$ cat config.mk
export PLATFORM = sky130hd
export DESIGN_NAME = ppu_vram_arbiter
export DESIGN_NICKNAME = d
export VERILOG_FILES = /design/src/rtl/ppu_vram_arbiter.sv
export SDC_FILE = /design/constraint.sdc
export NUM_CORES = 1
export LEC_CHECK = 0
export CAP_MARGIN = 20
export CORE_MARGIN = 10
export CORE_UTILIZATION = 50
export DETAILED_ROUTE_END_ITERATION = 16
export PLACE_DENSITY_LB_ADDON = 0.2
export SYNTH_ARGS = -nofsm -noshare
export SYNTH_HDL_FRONTEND = slang
export SYNTH_HIERARCHICAL = 1
export SYNTH_SLANG_ARGS = --single-unit
$ cat constraint.sdc
create_clock -name clk -period 5.7 [get_ports clk]
set_input_delay 1.14 -clock clk [delete_from_list [all_inputs] [get_ports clk]]
set_output_delay 1.14 -clock clk [all_outputs]
set_load 0.005 [all_outputs]
$ cat src/rtl/ppu_vram_arbiter.sv
// Generic FIFO: registered storage, head visible combinationally, occupancy-decoded full flag.
// Latency: a pushed entry is visible at the head the cycle after the push.
// Backpressure: in_rdy drops when full unless the head is popped in the same cycle.
module ppu_vram_fifo #(
    parameter int WIDTH = 8,
    parameter int DEPTH = 2
) (
    input  logic             clk,
    input  logic             reset,
    input  logic             in_vld,
    input  logic [WIDTH-1:0] in_dat,
    output logic             in_rdy,
    output logic             out_vld,
    input  logic             out_rdy,
    output logic [WIDTH-1:0] out_dat,
    output logic             full
);
    localparam int PW = (DEPTH > 1) ? $clog2(DEPTH) : 1;
    localparam int CW = $clog2(DEPTH + 1);

    logic [WIDTH-1:0] mem [DEPTH];
    logic [PW-1:0]    wr_ptr;
    logic [PW-1:0]    rd_ptr;
    logic [CW-1:0]    count;
    logic             push;
    logic             pop;

    assign out_vld = (count != '0);
    assign full    = (count == CW'(DEPTH));
    assign pop     = out_vld && out_rdy;
    assign in_rdy  = !full || pop;
    assign push    = in_vld && in_rdy;
    assign out_dat = mem[rd_ptr];

    // Entry storage; no reset needed since occupancy gates every read.
    always_ff @(posedge clk) begin
        if (push) begin
            mem[wr_ptr] <= in_dat;
        end
    end

    // Pointer and occupancy bookkeeping; reset flushes the queue.
    always_ff @(posedge clk) begin
        if (!reset) begin
            wr_ptr <= '0;
            rd_ptr <= '0;
            count  <= '0;
        end else begin
            if (push) begin
                wr_ptr <= (wr_ptr == PW'(DEPTH - 1)) ? '0 : wr_ptr + 1'b1;
            end
            if (pop) begin
                rd_ptr <= (rd_ptr == PW'(DEPTH - 1)) ? '0 : rd_ptr + 1'b1;
            end
            case ({push, pop})
                2'b10:   count <= count + 1'b1;
                2'b01:   count <= count - 1'b1;
                default: count <= count;
            endcase
        end
    end
endmodule

// PPU VRAM arbiter: fixed-priority bg > spr > cpu, nametable mirroring, $2007 read buffer.
// Latency: fetch data one cycle after grant; CPU ack two cycles after cpu_req when memory is idle.
// Backpressure: fetches never stall; CPU requests wait in a 2-deep queue, dropped (sticky ovf) when full.
module ppu_vram_arbiter #(
    parameter bit MIRROR         = 1'b0,
    parameter int CPU_FIFO_DEPTH = 2
) (
    input  logic        clk,
    input  logic        reset,
    input  logic        rendering,
    input  logic        bg_req,
    input  logic [13:0] bg_addr,
    output logic        bg_gnt,
    output logic        bg_rvalid,
    input  logic        spr_req,
    input  logic [13:0] spr_addr,
    output logic        spr_gnt,
    output logic        spr_rvalid,
    output logic [7:0]  rdata,
    input  logic        cpu_req,
    input  logic        cpu_we,
    input  logic [13:0] cpu_addr,
    input  logic [7:0]  cpu_wdata,
    output logic        cpu_ack,
    output logic [7:0]  cpu_rdata,
    output logic        cpu_full,
    output logic        cpu_ovf,
    output logic        mem_en,
    output logic        mem_we,
    output logic [13:0] mem_addr,
    output logic [7:0]  mem_wdata,
    input  logic [7:0]  mem_rdata
);
    typedef struct packed {
        logic        we;
        logic [13:0] addr;
        logic [7:0]  wdata;
    } cpu_ent_t;

    typedef enum logic [2:0] {
        OWN_NONE,
        OWN_BG,
        OWN_SPR,
        OWN_CPU_RD,
        OWN_CPU_WR
    } owner_t;

    // Fold $3000-$3EFF onto $2000, then collapse the four logical nametables onto two physical ones.
    function automatic logic [13:0] mirror_addr(input logic [13:0] a);
        logic [13:0] f;
        f = a;
        if (a >= 14'h3000 && a < 14'h3F00) begin
            f = {2'b10, a[11:0]};
        end
        if (f[13:12] == 2'b10) begin
            if (MIRROR) begin
                mirror_addr = {3'b100, f[10:0]};
            end else begin
                mirror_addr = {3'b100, f[11], f[9:0]};
            end
        end else begin
            mirror_addr = f;
        end
    endfunction

    cpu_ent_t cpu_in;
    cpu_ent_t head;
    logic     head_vld;
    logic     fifo_in_rdy;
    logic     bg_win;
    logic     spr_win;
    logic     cpu_win;
    logic     rd_done;
    owner_t   owner_q;
    logic     pal_q;
    logic [7:0] rbuf_q;
    logic [7:0] rdata_q;
    logic [7:0] cpu_rdata_q;

    assign cpu_in = '{we: cpu_we, addr: cpu_addr, wdata: cpu_wdata};

    ppu_vram_fifo #(
        .WIDTH ($bits(cpu_ent_t)),
        .DEPTH (CPU_FIFO_DEPTH)
    ) u_cpu_fifo (
        .clk     (clk),
        .reset   (reset),
        .in_vld  (cpu_req),
        .in_dat  (cpu_in),
        .in_rdy  (fifo_in_rdy),
        .out_vld (head_vld),
        .out_rdy (cpu_win),
        .out_dat (head),
        .full    (cpu_full)
    );

    // Fetches only compete while rendering; the CPU takes any cycle no fetch is granted.
    assign bg_win  = reset && rendering && bg_req;
    assign spr_win = reset && rendering && spr_req && !bg_req;
    assign cpu_win = reset && head_vld && !(rendering && (bg_req || spr_req));

    assign bg_gnt  = bg_win;
    assign spr_gnt = spr_win;

    // Completion side is decoded from the owner registered at issue; reset discards it.
    assign bg_rvalid  = reset && (owner_q == OWN_BG);
    assign spr_rvalid = reset && (owner_q == OWN_SPR);
    assign rd_done    = reset && (owner_q == OWN_CPU_RD);
    assign cpu_ack    = rd_done || (reset && (owner_q == OWN_CPU_WR));
    assign rdata      = (bg_rvalid || spr_rvalid) ? mem_rdata : rdata_q;
    // Palette reads bypass the buffer; everything else returns the previous read.
    assign cpu_rdata  = rd_done ? (pal_q ? mem_rdata : rbuf_q) : cpu_rdata_q;

    // Drive the VRAM port from whichever requester won this cycle.
    always_comb begin
        mem_en    = bg_win || spr_win || cpu_win;
        mem_we    = cpu_win && head.we;
        mem_addr  = 14'h0;
        mem_wdata = 8'h00;
        if (bg_win) begin
            mem_addr = mirror_addr(bg_addr);
        end else if (spr_win) begin
            mem_addr = mirror_addr(spr_addr);
        end else if (cpu_win) begin
            mem_addr = mirror_addr(head.addr);
        end
        if (mem_we) begin
            mem_wdata = head.wdata;
        end
    end

    // Owner tag, held read data, $2007 read buffer and overflow flag.
    always_ff @(posedge clk) begin
        if (!reset) begin
            owner_q     <= OWN_NONE;
            pal_q       <= 1'b0;
            rbuf_q      <= 8'h00;
            rdata_q     <= 8'h00;
            cpu_rdata_q <= 8'h00;
            cpu_ovf     <= 1'b0;
        end else begin
            if (bg_rvalid || spr_rvalid) begin
                rdata_q <= mem_rdata;
            end
            if (rd_done) begin
                cpu_rdata_q <= cpu_rdata;
                rbuf_q      <= mem_rdata;
            end
            if (cpu_req && !fifo_in_rdy) begin
                cpu_ovf <= 1'b1;
            end
            if (bg_win) begin
                owner_q <= OWN_BG;
            end else if (spr_win) begin
                owner_q <= OWN_SPR;
            end else if (cpu_win) begin
                owner_q <= head.we ? OWN_CPU_WR : OWN_CPU_RD;
            end else begin
                owner_q <= OWN_NONE;
            end
            if (cpu_win) begin
                pal_q <= (head.addr >= 14'h3F00);
            end
        end
    end
endmodule

==> flow_summary_export.csv, run 1 <==
group,metric,value,unit
synthesis,syn_inst,333,
cells_and_area,diodes,0,
setup_path,r2r_start,"u_cpu_fifo/count[0]$_SDFFE_PN0P_",
job,maxCapViolCount,0,
cts,cts_buffers,9,
route,wl,9640,µm
timing,setup_violations,0,
cts,post_cts_resized,0,
cells_and_area,nets,507,
placed_design,io_buffers,111,
cts,cts_sinks,80,
timing,fmax,210,MHz
cts,clk_pin_slew,90,ps
synthesis,synth_edf_count,46,
power,leakage,1.80,nW
timing,fin_setup_tns,0,ps
cts,cts_hold_buf,0,
route,vias_per_cell,5.48,
setup_path,critPathArrivalTime,3620,ps
grt,grtUsageMet2,29.7,%
timing,period_needed,4760,ps
route,ant_nets,0,
cts,postCtsSetupBuffers,0,
grt,grt_pass1_vias,2970,
timing,fin_skew,9.19,ps
setup_path,path_class,"in2out",
timing,rsz0062_at_grt,"false",
run_status,status,"completed",
grt,grt_use_met3,3.80,%
placed_design,place_hpwl,7200,µm
route,route.vias.total,2984,
power,peakVddDrop,0.000188,V
synthesis,synthMuxAreaShare,9.92,%
grt,top_usage_layer,"met2",
synthesis,synthSimpleGateAreaFrac,14.7,%
setup_path,cp.required,4560,ps
synthesis,synth_compound_area_share,14.3,%
setup_path,cp_max_fo,19,
synthesis,synth_area_leaders,"edfxtp_1 (37%), dfxtp_1 (18%), mux2_2 (7.0%), a21oi_1 (5.1%), nand2_1 (3.4%)",
synthesis,synthArstFlopShare,0,%
die,dieArea,11300,µm²
grt,met1_usage,19.0,%
grt,antenna_found_initial,0,
cts,clockBufferDepth,2,
route,drc,0,
grt,grt_pass1_wl,15200,µm
placed_design,place_congestion,0.840,
setup_path,startpoint_type,"input port",
synthesis,syn-cell-area,3720,µm²
synthesis,avgSynthCellArea,11.2,µm²
setup_path,r2r_slack,3330,ps
power,powerDensity,264,nW/µm²
timing,holdWs,458,ps
die,rows,31,
cts,cts_tree,"yes",
grt,grt-ovfl-total,0,
cts,h-tree-depth,3,
die,initial_core_util,51.3,%
route,wl_per_cell,17.7,µm
synthesis,seq_area_frac_synth,55.4,%
synthesis,yosysTopAreaCell,"edfxtp_1",
die,fp.dieH,106,µm
synthesis,yosys_warnings,6,
synthesis,ys_seq_elements,80,
cells_and_area,drive_above_1_share,14.3,%
timing,slew_headroom,60.8,%
die,fp.coreArea,7250,µm²
cts,clk_latency,350,ps
synthesis,yosys.area.top_type_share,37.1,%
route,drtIter0Drc,114,
power,p_clk_share,31.2,%
die,ios,112,
synthesis,ys_types,45,
route,firstDrtPassIters,4,
cells_and_area,areaGrowthSynthToFinish,37.1,%
synthesis,ys.flop_type,"edfxtp_1",
synthesis,synth_top_family_by_area,"simple AND/OR/NAND/NOR gates",
synthesis,synth_fp_nets,399,
power,switching_share,25.2,%
power,pwr-share-seq,49.8,%
synthesis,synthXorXnorAreaFrac,1.38,%
synthesis,synthAdderAreaFrac,0.336,%
cells_and_area,n_fill_cell,561,
power,p_int,1.01,mW
timing,worstMarginPinSlew,584,ps
cts,cts-root-buf,"clkbuf_8",
power,power_frac_comb,19.0,%
hold_path,worstHoldPathType,"reg2reg",
setup_path,end_kind,"output port",
timing,hold_viol,0,
grt,grt_start_max_net_pins,33,
timing,maxSlewViolCount,0,
power,p_sw,339,µW
grt,grt_usage,16.7,%
setup_path,startpoint,"reset",
hold_path,min_from,"rbuf_q[4]$_SDFFE_PN0P_",
timing,fin_crit_sh,83.6,%
die,fp.dieW,106,µm
[final timing paths]
kind / to / depth (start not counted)
setup reg to reg: u_cpu_fifo/count[1]$_SDFFE_PN0P_ / 8
setup / recovery: mem_wdata[6] / 5
hold reg to reg: rbuf_q[4]$_SDFFE_PN0P_ / 2
hold / removal: rbuf_q[4]$_SDFFE_PN0P_ / 2
[registers in the layout (all words and copies together), names as in the netlist, named ones only]
name,cells
rdata_q,8
rbuf_q,8
cpu_ovf,1
owner_q,3
u_cpu_fifo/rd_ptr,1
u_cpu_fifo/wr_ptr,1
u_cpu_fifo/mem,46
pal_q,1
u_cpu_fifo/count,2
cpu_rdata_q,8
[layer usage]
metal  up-vias  routed length, µm
met5         -                  0
met4         0                174
met3        13                624
met2        85               5070
met1      1436               3770
li1       1450                  -
[worst max-delay path, stage by stage]
cell	delay [ps]
clkdlybuf4s50_1	840
and2_1	530
and3_1	410
and2_1	190
clkdlybuf4s50_1	510
[power groups by stage]
stage | clock network [mW] | logic, mW | registers (mW)
after floorplan | 0 | 0.125 | 0.678
after global placement | 0 | 0.245 | 0.681
after detailed placement | 0 | 0.250 | 0.683
after CTS | 0.425 | 0.252 | 0.670
after global routing | 0.451 | 0.276 | 0.674
final | 0.420 | 0.256 | 0.670
[stage by stage]
step | power, mW | setup slack (ps) | util [%] | instances | instance area (µm²)
after floorplan | 0.803 | 2540 | - | 333 | 3720
after global placement | 0.926 | 1070 | 67.1 | 528 | 4870
after detailed placement | 0.934 | 940 | 67.1 | 528 | 4870
after CTS | 1.35 | 939 | 70.0 | 544 | 5070
after global routing | 1.40 | 752 | 70.3 | 545 | 5100
final | 1.35 | 937 | 70.3 | 545 | 5100
[layout make-up]
cell class	instances	area [µm²]	share of cell area [%]
repair buffers	116	1170	22.9
multi-input cells	228	1520	29.7
inverters	6	22.5	0.441
clock inverters	5	35.0	0.687
flip-flops and latches	80	2060	40.4
clock buffers	11	174	3.41
well taps	99	124	2.43
[synthesized netlist by cell type, types with 2 or more instances]
| cell type | count |
|---|---|
| nor2_2 | 6 |
| buf_4 | 3 |
| mux2_2 | 23 |
| nand4_1 | 7 |
| dfxtp_1 | 34 |
| buf_2 | 7 |
| inv_1 | 5 |
| xnor2_1 | 4 |
| nor2_1 | 20 |
| and2_1 | 10 |
| o21a_1 | 2 |
| a211oi_1 | 6 |
| a311o_1 | 2 |
| clkbuf_1 | 4 |
| buf_6 | 4 |
| and3_1 | 4 |
| o21ai_0 | 10 |
| a21oi_1 | 38 |
| a32oi_1 | 11 |
| mux2i_1 | 11 |
| nand2b_1 | 3 |
| nand3_1 | 10 |
| nor2b_1 | 3 |
| edfxtp_1 | 46 |
| a211oi_2 | 6 |
| nand2_1 | 34 |
| nand4b_1 | 2 |
[cells by family after synthesis]
| kind of cell | count (synthesis) |
|---|---|
| AND/OR/NAND/NOR | 108 |
| AO/OA/AOI/OAI | 80 |
| flip-flops | 80 |
| multiplexers | 34 |
| buffers and inverters | 25 |
| XOR/XNOR | 5 |
| adder cells (fa/ha/maj) | 1 |
[cell usage in the layout (no fill, tap or decap), drive strengths merged, types with 2 or more instances in the layout]
master | netlist | final
a211oi | 12 | 12
a21boi | 2 | 2
a21oi | 38 | 38
a311o | 2 | 2
a32oi | 11 | 11
and2 | 10 | 10
and3 | 4 | 4
buf | 14 | 5
clkbuf | 5 | 11
clkdlybuf4s50 | 0 | 111
clkinv | 0 | 4
dfxtp | 34 | 34
edfxtp | 46 | 46
inv | 6 | 7
mux2 | 23 | 23
mux2i | 11 | 11
nand2 | 34 | 34
nand2b | 3 | 3
nand3 | 10 | 10
nand4 | 7 | 7
nand4b | 2 | 2
nor2 | 26 | 26
nor2b | 3 | 3
o21a | 3 | 3
o21ai | 11 | 11
xnor2 | 4 | 4
No activity file was read; power rests on OpenSTA's default activity.
==> inputs of run 2 (changes only) <==
--- a/config.mk
+++ b/config.mk
@@ -7,7 +7,7 @@
 export LEC_CHECK = 0
 export CAP_MARGIN = 20
 export CORE_MARGIN = 10
-export CORE_UTILIZATION = 50
+export CORE_UTILIZATION = 47
 export DETAILED_ROUTE_END_ITERATION = 16
 export PLACE_DENSITY_LB_ADDON = 0.2
 export SYNTH_ARGS = -nofsm -noshare
==> constraint.sdc (replaced) <==
create_clock -name clk -period 4.45 [get_ports clk]
set_input_delay 0.89 -clock clk [delete_from_list [all_inputs] [get_ports clk]]
set_output_delay 0.89 -clock clk [all_outputs]
set_load 0.005 [all_outputs]
==> run 2 against run 1 <==
Critical path depth stayed put. Utilization is 4.1 points lower. Clock power is 39% higher. Die area is 5.2% higher. Combinational power is 27% higher.
==> flow_summary_export.csv, run 2 (same netlist as run 1, synthesis figures left out) <==
group,metric,value,unit
route,wl,9400,µm
route,wl_met2,4520,µm
setup_path,path_class,"in2out",
cts,cts_tree,"yes",
cells_and_area,nets,510,
cts,clockBufferDepth,2,
setup_path,cpMostUsedCell,"clkdlybuf4s50_1",
timing,slew_headroom,58.3,%
grt,antenna_found_initial,0,
setup_path,critical_path.top_delay_family,"buffers and inverters",
die,dieArea,11900,µm²
timing,fmax,258,MHz
power,powerDensity,345,nW/µm²
timing,fin_skew,9.95,ps
cts,clk_latency,340,ps
route,wl_met1,3820,µm
cells_and_area,drive_above_1_share,14.5,%
route,firstDrtPassIters,4,
setup_path,crit_buf_inv,3,
placed_design,place_congestion,0.838,
hold_path,min_from,"rbuf_q[1]$_SDFFE_PN0P_",
grt,grt_pass1_wl,15100,µm
setup_path,startpoint,"reset",
route,vias_per_cell,5.29,
job,maxCapViolCount,0,
power,peakVddDrop,0.000147,V
route,ant_nets,0,
route,drtIter0Drc,156,
cells_and_area,layout_commonest_cell,"clkdlybuf4s50_1",
cts,post_cts_resized,0,
die,ios,112,
cts,cts_sinks,80,
timing,maxSlewViolCount,0,
timing,fin_setup_tns,0,ps
timing,period_needed,3870,ps
cts,h-tree-depth,3,
cells_and_area,layoutNonFillerInstCount,551,
timing,rsz0062_at_grt,"false",
cells_and_area,largest_reg_flops,46,
setup_path,end_kind,"output port",
power,leakage,1.81,nW
setup_path,startpoint_type,"input port",
cells_and_area,final_design_area_no_fill,5120,µm²
route,highest-signal-layer,"met4",
timing,holdWs,453,ps
cts,cts_hold_buf,0,
timing,worstMarginPinSlew,624,ps
setup_path,critPathArrivalTime,2980,ps
setup_path,r2r_start,"u_cpu_fifo/count[0]$_SDFFE_PN0P_",
power,power,1.77,mW
placed_design,dp.cells,535,
grt,grt_start_max_net_pins,33,
placed_design,place_hpwl,7000,µm
timing,fin_crit_sh,87.0,%
timing,setup_violations,0,
setup_path,critPathSlowestCell,"clkdlybuf4s50_1",
die,initial_core_util,48.2,%
run_status,status,"completed",
die,fp.dieH,109,µm
setup_path,max_stage_delay,630,ps
cells_and_area,diodes,0,
route,route.vias.total,2915,
cts,cts-root-buf,"clkbuf_8",
die,fp.coreArea,7730,µm²
cells_and_area,areaGrowthSynthToFinish,37.6,%
cells_and_area,most-common-layout-cells,"clkdlybuf4s50_1 (111), edfxtp_1 (46), a21oi_1 (38)",
grt,grt_pass1_vias,3098,
placed_design,io_buffers,111,
timing,hold_viol,0,
route,wl_per_cell,17.1,µm
placed_design,dp_worst_setup_slack,554,ps
die,fp.dieW,109,µm
timing,fin_ws,580,ps
cts,clk_pin_slew,70,ps
setup_path,cp_max_fo,14,
cells_and_area,post-route-util,66.3,%
grt,grt_usage,16.3,%
route,drc,0,
cells_and_area,regMostFlops,"u_cpu_fifo/mem",
setup_path,cp_cell_sequence,"clkdlybuf4s50_1, nand3_1, buf_4, a21oi_1, clkdlybuf4s50_1",
route,met3_length,931,µm
setup_path,cp.required,3560,ps
grt,grt-ovfl-total,0,
hold_path,worstHoldPathType,"reg2reg",
die,rows,32,
cts,postCtsSetupBuffers,0,
cts,cts_buffers,9,
placed_design,postPlaceCellArea,4900,µm²
[run 2: changes by cell type in the layout (fill, tap and decap cells not counted), sizes merged]
cell / delta
buf: +3
clkbuf: +3
clkinv: -3
bufinv: +1
inv: -1
[run 2: path summary, 6_finish.rpt]
kind | cells past startpoint | endpoint | slack (ps)
worst max-delay path | 5 | mem_addr[2] | 580
worst min-delay path | 2 | rbuf_q[1]$_SDFFE_PN0P_ | 450
worst max register to register | 8 | u_cpu_fifo/count[1]$_SDFFE_PN0P_ | 2130
worst min register to register | 2 | rbuf_q[1]$_SDFFE_PN0P_ | 450
[run 2: power breakdown]
part | internal (mW) | total, mW | switching [mW]
Clock | 0.330 | 0.584 | 0.254
Combinational | 0.178 | 0.325 | 0.147
Sequential | 0.838 | 0.857 | 0.0196
Total | 1.35 | 1.77 | 0.420
[run 2: worst reg2reg max path, delay by kind of cell, from the launching register on]
kind	cells	cell delay [ps]
simple gates	6	1470
flops	1	370
fa+ha+maj	1	280
compound gates	1	140
[run 2: per-layer routing]
layer	vias to the layer above	global-route usage, %
met4	0	4.80
met3	8	7.61
li1	1456	-
met2	89	26.9
met5	-	0
met1	1362	18.5
[run 2: area by class of cell]
class / instances / area [µm²]
fillers: 627 / 2610
flip-flops and latches: 80 / 2060
multi-input cells: 228 / 1520
repair buffers: 119 / 1170
clock buffers: 14 / 186
well taps: 102 / 128
clock inverters: 2 / 35.0
inverters: 6 / 22.5
